## src/rtl/sk6805_rx.sv

```systemverilog
// SK6805 single-wire LED data receiver with daisy-chain forwarding.
// Captures COUNT LEDs of GRB bytes, commits them on latch, forwards the rest.
module sk6805_rx #(
  parameter int COUNT      = 2,
  parameter int T_GLITCH   = 4,
  parameter int T_SPLIT    = 28,
  parameter int T_HIGH_MAX = 60,
  parameter int T_LATCH    = 4000
) (
  input  logic       i_clk,
  input  logic       i_rst,
  input  logic       i_sk,
  input  logic [2:0] i_addr,
  output logic [7:0] o_data,
  output logic       o_frame,
  output logic       o_err,
  output logic       o_busy,
  output logic       o_sk_out
);
  localparam int NBYTES = COUNT * 3;
  localparam int NBITS  = NBYTES * 8;
  localparam int TMAX   = (T_LATCH > T_HIGH_MAX) ? T_LATCH : T_HIGH_MAX;
  localparam int CW     = $clog2(TMAX + 1);
  localparam int BW     = $clog2(NBITS + 1);

  typedef enum logic [1:0] {SYNC, IDLE, HIGH, LOW} state_t;

  state_t state, nxt;

  logic s1, line_s, s3;
  logic rise, fall;
  logic [CW-1:0] cnt;
  logic [BW-1:0] bit_cnt;
  logic [6:0] sr;
  logic fwd_en;
  logic [7:0] stage [NBYTES];
  logic [7:0] comm  [NBYTES];

  logic cnt_clr, bit_ok, bit_val, frame_end, hi_err, full;

  assign rise = line_s & ~s3;
  assign fall = ~line_s & s3;
  assign full = (bit_cnt == BW'(NBITS));
  assign bit_val = (cnt >= CW'(T_SPLIT));
  assign o_busy = (state == HIGH) || (state == LOW);

  // Synchronizer plus delayed copy for edge detection
  always_ff @(posedge i_clk or posedge i_rst) begin
    if (i_rst) begin
      s1     <= 1'b0;
      line_s <= 1'b0;
      s3     <= 1'b0;
    end else begin
      s1     <= i_sk;
      line_s <= s1;
      s3     <= line_s;
    end
  end

  // State register
  always_ff @(posedge i_clk or posedge i_rst) begin
    if (i_rst) state <= SYNC;
    else       state <= nxt;
  end

  // Next state and per-cycle control strobes
  always_comb begin
    nxt       = state;
    cnt_clr   = 1'b0;
    bit_ok    = 1'b0;
    frame_end = 1'b0;
    hi_err    = 1'b0;
    unique case (state)
      SYNC: begin
        if (line_s) begin
          cnt_clr = 1'b1;
        end else if (cnt == CW'(T_LATCH - 1)) begin
          nxt     = IDLE;
          cnt_clr = 1'b1;
        end
      end
      IDLE: begin
        // Level check so an edge coinciding with frame end is not lost
        if (line_s) begin
          nxt     = HIGH;
          cnt_clr = 1'b1;
        end
      end
      HIGH: begin
        if (fall) begin
          cnt_clr = 1'b1;
          if (cnt < CW'(T_GLITCH)) begin
            nxt = (bit_cnt == '0) ? IDLE : LOW;
          end else begin
            bit_ok = 1'b1;
            nxt    = LOW;
          end
        end else if (cnt == CW'(T_HIGH_MAX - 1)) begin
          hi_err  = 1'b1;
          nxt     = SYNC;
          cnt_clr = 1'b1;
        end
      end
      LOW: begin
        if (cnt == CW'(T_LATCH - 1)) begin
          frame_end = 1'b1;
          nxt       = IDLE;
          cnt_clr   = 1'b1;
        end else if (rise) begin
          nxt     = HIGH;
          cnt_clr = 1'b1;
        end
      end
      default: nxt = SYNC;
    endcase
  end

  // Shared interval counter, saturating
  always_ff @(posedge i_clk or posedge i_rst) begin
    if (i_rst) cnt <= '0;
    else if (cnt_clr || rise || fall) cnt <= '0;
    else if (cnt != CW'(TMAX)) cnt <= cnt + 1'b1;
  end

  // Bit decode, staging, commit and status pulses
  always_ff @(posedge i_clk or posedge i_rst) begin
    if (i_rst) begin
      bit_cnt <= '0;
      sr      <= '0;
      fwd_en  <= 1'b0;
      o_frame <= 1'b0;
      o_err   <= 1'b0;
      for (int i = 0; i < NBYTES; i++) begin
        stage[i] <= '0;
        comm[i]  <= '0;
      end
    end else begin
      o_frame <= 1'b0;
      o_err   <= 1'b0;
      if (state == IDLE) bit_cnt <= '0;
      if (bit_ok) begin
        sr <= {sr[5:0], bit_val};
        if (!full) begin
          bit_cnt <= bit_cnt + 1'b1;
          if (bit_cnt[2:0] == 3'd7)
            stage[bit_cnt[BW-1:3]] <= {sr, bit_val};
          if (bit_cnt == BW'(NBITS - 1))
            fwd_en <= 1'b1;
        end
      end
      if (hi_err) begin
        bit_cnt <= '0;
        fwd_en  <= 1'b0;
        o_err   <= 1'b1;
      end
      if (frame_end) begin
        fwd_en <= 1'b0;
        if (full) begin
          o_frame <= 1'b1;
          for (int i = 0; i < NBYTES; i++)
            comm[i] <= stage[i];
        end else begin
          o_err <= 1'b1;
        end
      end
    end
  end

  // Registered daisy-chain output
  always_ff @(posedge i_clk or posedge i_rst) begin
    if (i_rst) o_sk_out <= 1'b0;
    else       o_sk_out <= fwd_en & line_s;
  end

  // Combinational readback of committed bytes
  always_comb begin
    o_data = '0;
    if (int'(i_addr) < NBYTES) o_data = comm[i_addr];
  end

endmodule

```

## config.mk

```make
export PLATFORM = sky130hd
export DESIGN_NAME = sk6805_rx
export DESIGN_NICKNAME = d
export VERILOG_FILES = /design/src/rtl/sk6805_rx.sv
export SDC_FILE = /design/constraint.sdc
export NUM_CORES = 1
export LEC_CHECK = 0
export ABC_AREA = 1
export BUFFER_PORTS_ARGS = -buffer_cell sky130_fd_sc_hd__buf_2
export CORE_MARGIN = 1
export CORE_UTILIZATION = 35
export CTS_CLUSTER_SIZE = 25
export DETAILED_ROUTE_END_ITERATION = 8
export SLEW_MARGIN = 20
export SYNTH_ARGS = -nofsm -noshare
export SYNTH_HDL_FRONTEND = slang
export SYNTH_SLANG_ARGS = --single-unit
```

## constraint.sdc

```tcl
create_clock -name i_clk -period 5.3 [get_ports i_clk]
set_input_delay 0.265 -clock i_clk [delete_from_list [all_inputs] [get_ports i_clk]]
set_output_delay 0.265 -clock i_clk [all_outputs]
set_load 0.01 [all_outputs]
```

==> impl_results.md <==
* RSZ-0062 raised after global routing: false
* CTS tree: yes
* Critical path required time at 5.65 ns
* Reg2reg start: cnt[0]
* Slew @ Worst Pin at 0.9549 ns
* Hold_ws at -0.008760 ns
* Period utilisation layout at 0.4799
* Core area at 17,300 um2
* Die Height at 135.0 um
* # resized after CTS at 0
* Flop2flop setup slack at 2.76 ns
* Post-CTS setup buffer count at 0
* Number of synthesized register bits at 130
* Clock buffer depth at 2
* Final Hold Fails at 6
* Minimum clock period at 2.544 ns
* Reg2Reg Depth at 7
* Final net count at 734
* Switching part of the total at 0.2198
* DRT Wirelength at 13.11 mm
* Leading cell type in the layout, fill and taps excluded: nand2_1
* IO buf count at 17
* Crit end category: register
* Antenna Violating Nets Remaining at 0
* Peak supply drop at 0.0002706 V
* Netlist cell types at 32
* Sequential Power Share at 0.445
* Startpoint types: register
* CTS Buf Count at 17
* Initial antenna violation count at 0
* First-pass GRT wire length at 22.54 mm
* Syn avg cell area at 8.737 um2
* Fraction of layout cells with a size suffix above 1 at 0.1315
* Worst Path Arrival at 2.89 ns
* Clk_skew at 0.007513 ns
* Die W at 135.0 um
* Clock Latency Late Sink at 0.41 ns
* CTS Root Cell: clkbuf_16
* Commonest non-fill, non-tap cells in the layout: 199 x nand2_1, 130 x dfrtp_1, 74 x o21ai_0
* H-tree Lvls at 4
* Leakage at 3.407 nW
* GP Congestion at 0.8100
* Setup violators final at 0
* Slew Viols, Final at 0
* Peak Freq at 393.1 MHz
* # hold bufs at CTS at 1
* Per-cell routed wire length at 13.73 um
* Internal at 0.001748 W
* Post-Synthesis Cells at 709
* Critical path class: reg2reg
* Hpwl dp at 8.178 mm
* Max cap viols at 0
* Die Area at 18,240 um2
* Synthesis-to-finish area growth at 12.85%
* Final Cell Area at 6990 um2
* CTS sink count at 130
* Clk slew on worst S/H paths at 0.06 ns
* GRT Resource Usage Total at 0.1603
* FF-to-FF End: comm[31]
* Synthesized area at 6195 um2
* Total iterations of the first detailed-routing run at 4
* CP max FO at 73
* Number of synthesized flops with an enable pin at 0
* Via Count at 4,489
* Failing checks: negative hold slack
* Rows at 48
* Final TNS setup at 0 ns
* Largest net degree at the start of global routing at 84
* Number of DRC markers in iteration 0 at 290
* Avg Vias per Cell at 4.701
* Total net switching power at 0.0004925 W
* Placed Cells at 923
* Synth Warn # at 0
* Ant diodes at 0
* Status: complete, but fails checks
* Clock power frac at 0.526
* Top FF cell, synth: dfrtp_1
* Vias in the first global route at 4,526
* Final Non-Filler Cells at 955
* Worst rel slew slack at 0.3634
* Syn Nets at 725
* Layout Utilization at 0.4042
* Post-synthesis sequential area ratio at 0.5251
* Asr flop ratio synth at 1.000
* Remaining global-route overflow at 0
* Initial Utilization at 0.3581
* Area after DPL at 6391 um2
* Combinational power share at 0.029
* Power Density at 320.5 nW/um2
* # DRC at 0
* Type of the tightest min-delay check: in2async
* # IOs at 18
## worst max path at each step
stage	to	cells past startpoint	startpoint	slack, ns
detailed placement	comm[7]	7	cnt[0]	2.78
global route	comm[8]	7	cnt[0]	2.49
floorplan	bit_cnt[0]	1	i_rst	1.57
CTS	comm[31]	7	cnt[0]	2.74
global placement	comm[16]	7	cnt[0]	2.84
finish	comm[31]	7	cnt[0]	2.76
## synth_stat cells (4+ instances only)
cell | instances | area [um2]
nand3_1 | 16 | 80.08
clkbuf_1 | 10 | 37.54
buf_2 | 5 | 25.02
ha_1 | 10 | 125.1
xor2_1 | 11 | 96.34
nor2_1 | 41 | 153.9
nor2_8 | 4 | 80.08
buf_4 | 6 | 45.04
inv_2 | 5 | 18.77
buf_6 | 6 | 67.56
inv_1 | 66 | 247.7
o211ai_1 | 8 | 60.06
o21ai_1 | 51 | 255.2
nand2_1 | 199 | 747.0
a21oi_1 | 12 | 60.06
nand2_4 | 6 | 67.56
o21ai_0 | 74 | 370.4
nor3_1 | 10 | 50.05
o21ai_2 | 22 | 192.7
dfrtp_1 | 130 | 3253
## sequential cells by signal, summed over array words and instances (netlist names)
name,cells
comm,48
stage,48
cnt,12
sr,7
bit_cnt,6
state,2
fwd_en,1
line_s,1
o_err,1
o_frame,1
o_sk_out,1
s1,1
s3,1
## critical path, cell delays in order, from the launching register on
cell	delay (ns)
dfrtp_1	0.37
ha_1	0.21
inv_2	0.08
nor2_1	0.22
nand4_4	0.42
nor2_8	0.88
nand2_1	0.13
nand2_1	0.12
## cells by family after synthesis
family / synth area share
fa+ha+maj: 0.02020
flops: 0.5251
xor+xnor: 0.01697
simple gates: 0.2125
buf+inv: 0.07251
compound gates: 0.1527
## per-stage QoR
stage,total power (W),setup slack (ns),hold WS [ns]
floorplan,0.001058,1.566,0.2964
global placement,0.001080,2.844,0.3367
detailed placement,0.001080,2.784,0.3413
CTS,0.002264,2.744,0.02745
global route,0.002315,2.487,0.06665
finish,0.002240,2.756,-0.008760
## power by group through the flow
stage	registers, W	clock network, W	logic [W]
detailed placement	0.00101	0	0.0000654
CTS	0.000997	0.00120	0.0000661
finish	0.000997	0.00118	0.0000642
global placement	0.00101	0	0.0000652
global route	0.000997	0.00124	0.0000741
floorplan	0.00101	0	0.0000434
## final cells by class
class / count / area (um2)
multi-input combinational: 479 / 2492
clock inverter: 13 / 160.2
sequential: 130 / 3253
clock buffer: 18 / 429.2
inverter: 71 / 271.5
fill: 1749 / 10310
tap: 225 / 281.5
timing repair buffer: 19 / 102.6
## per-layer routing
metal,vias to the layer above,part of all wire,global-route usage
li1,2295,-,-
met1,2118,0.50,0.2172
met2,68,0.45,0.2523
met3,8,0.036,0.04054
met4,0,0.0095,0.04744
met5,-,0,0
No activity file was read; power rests on OpenSTA's default activity.
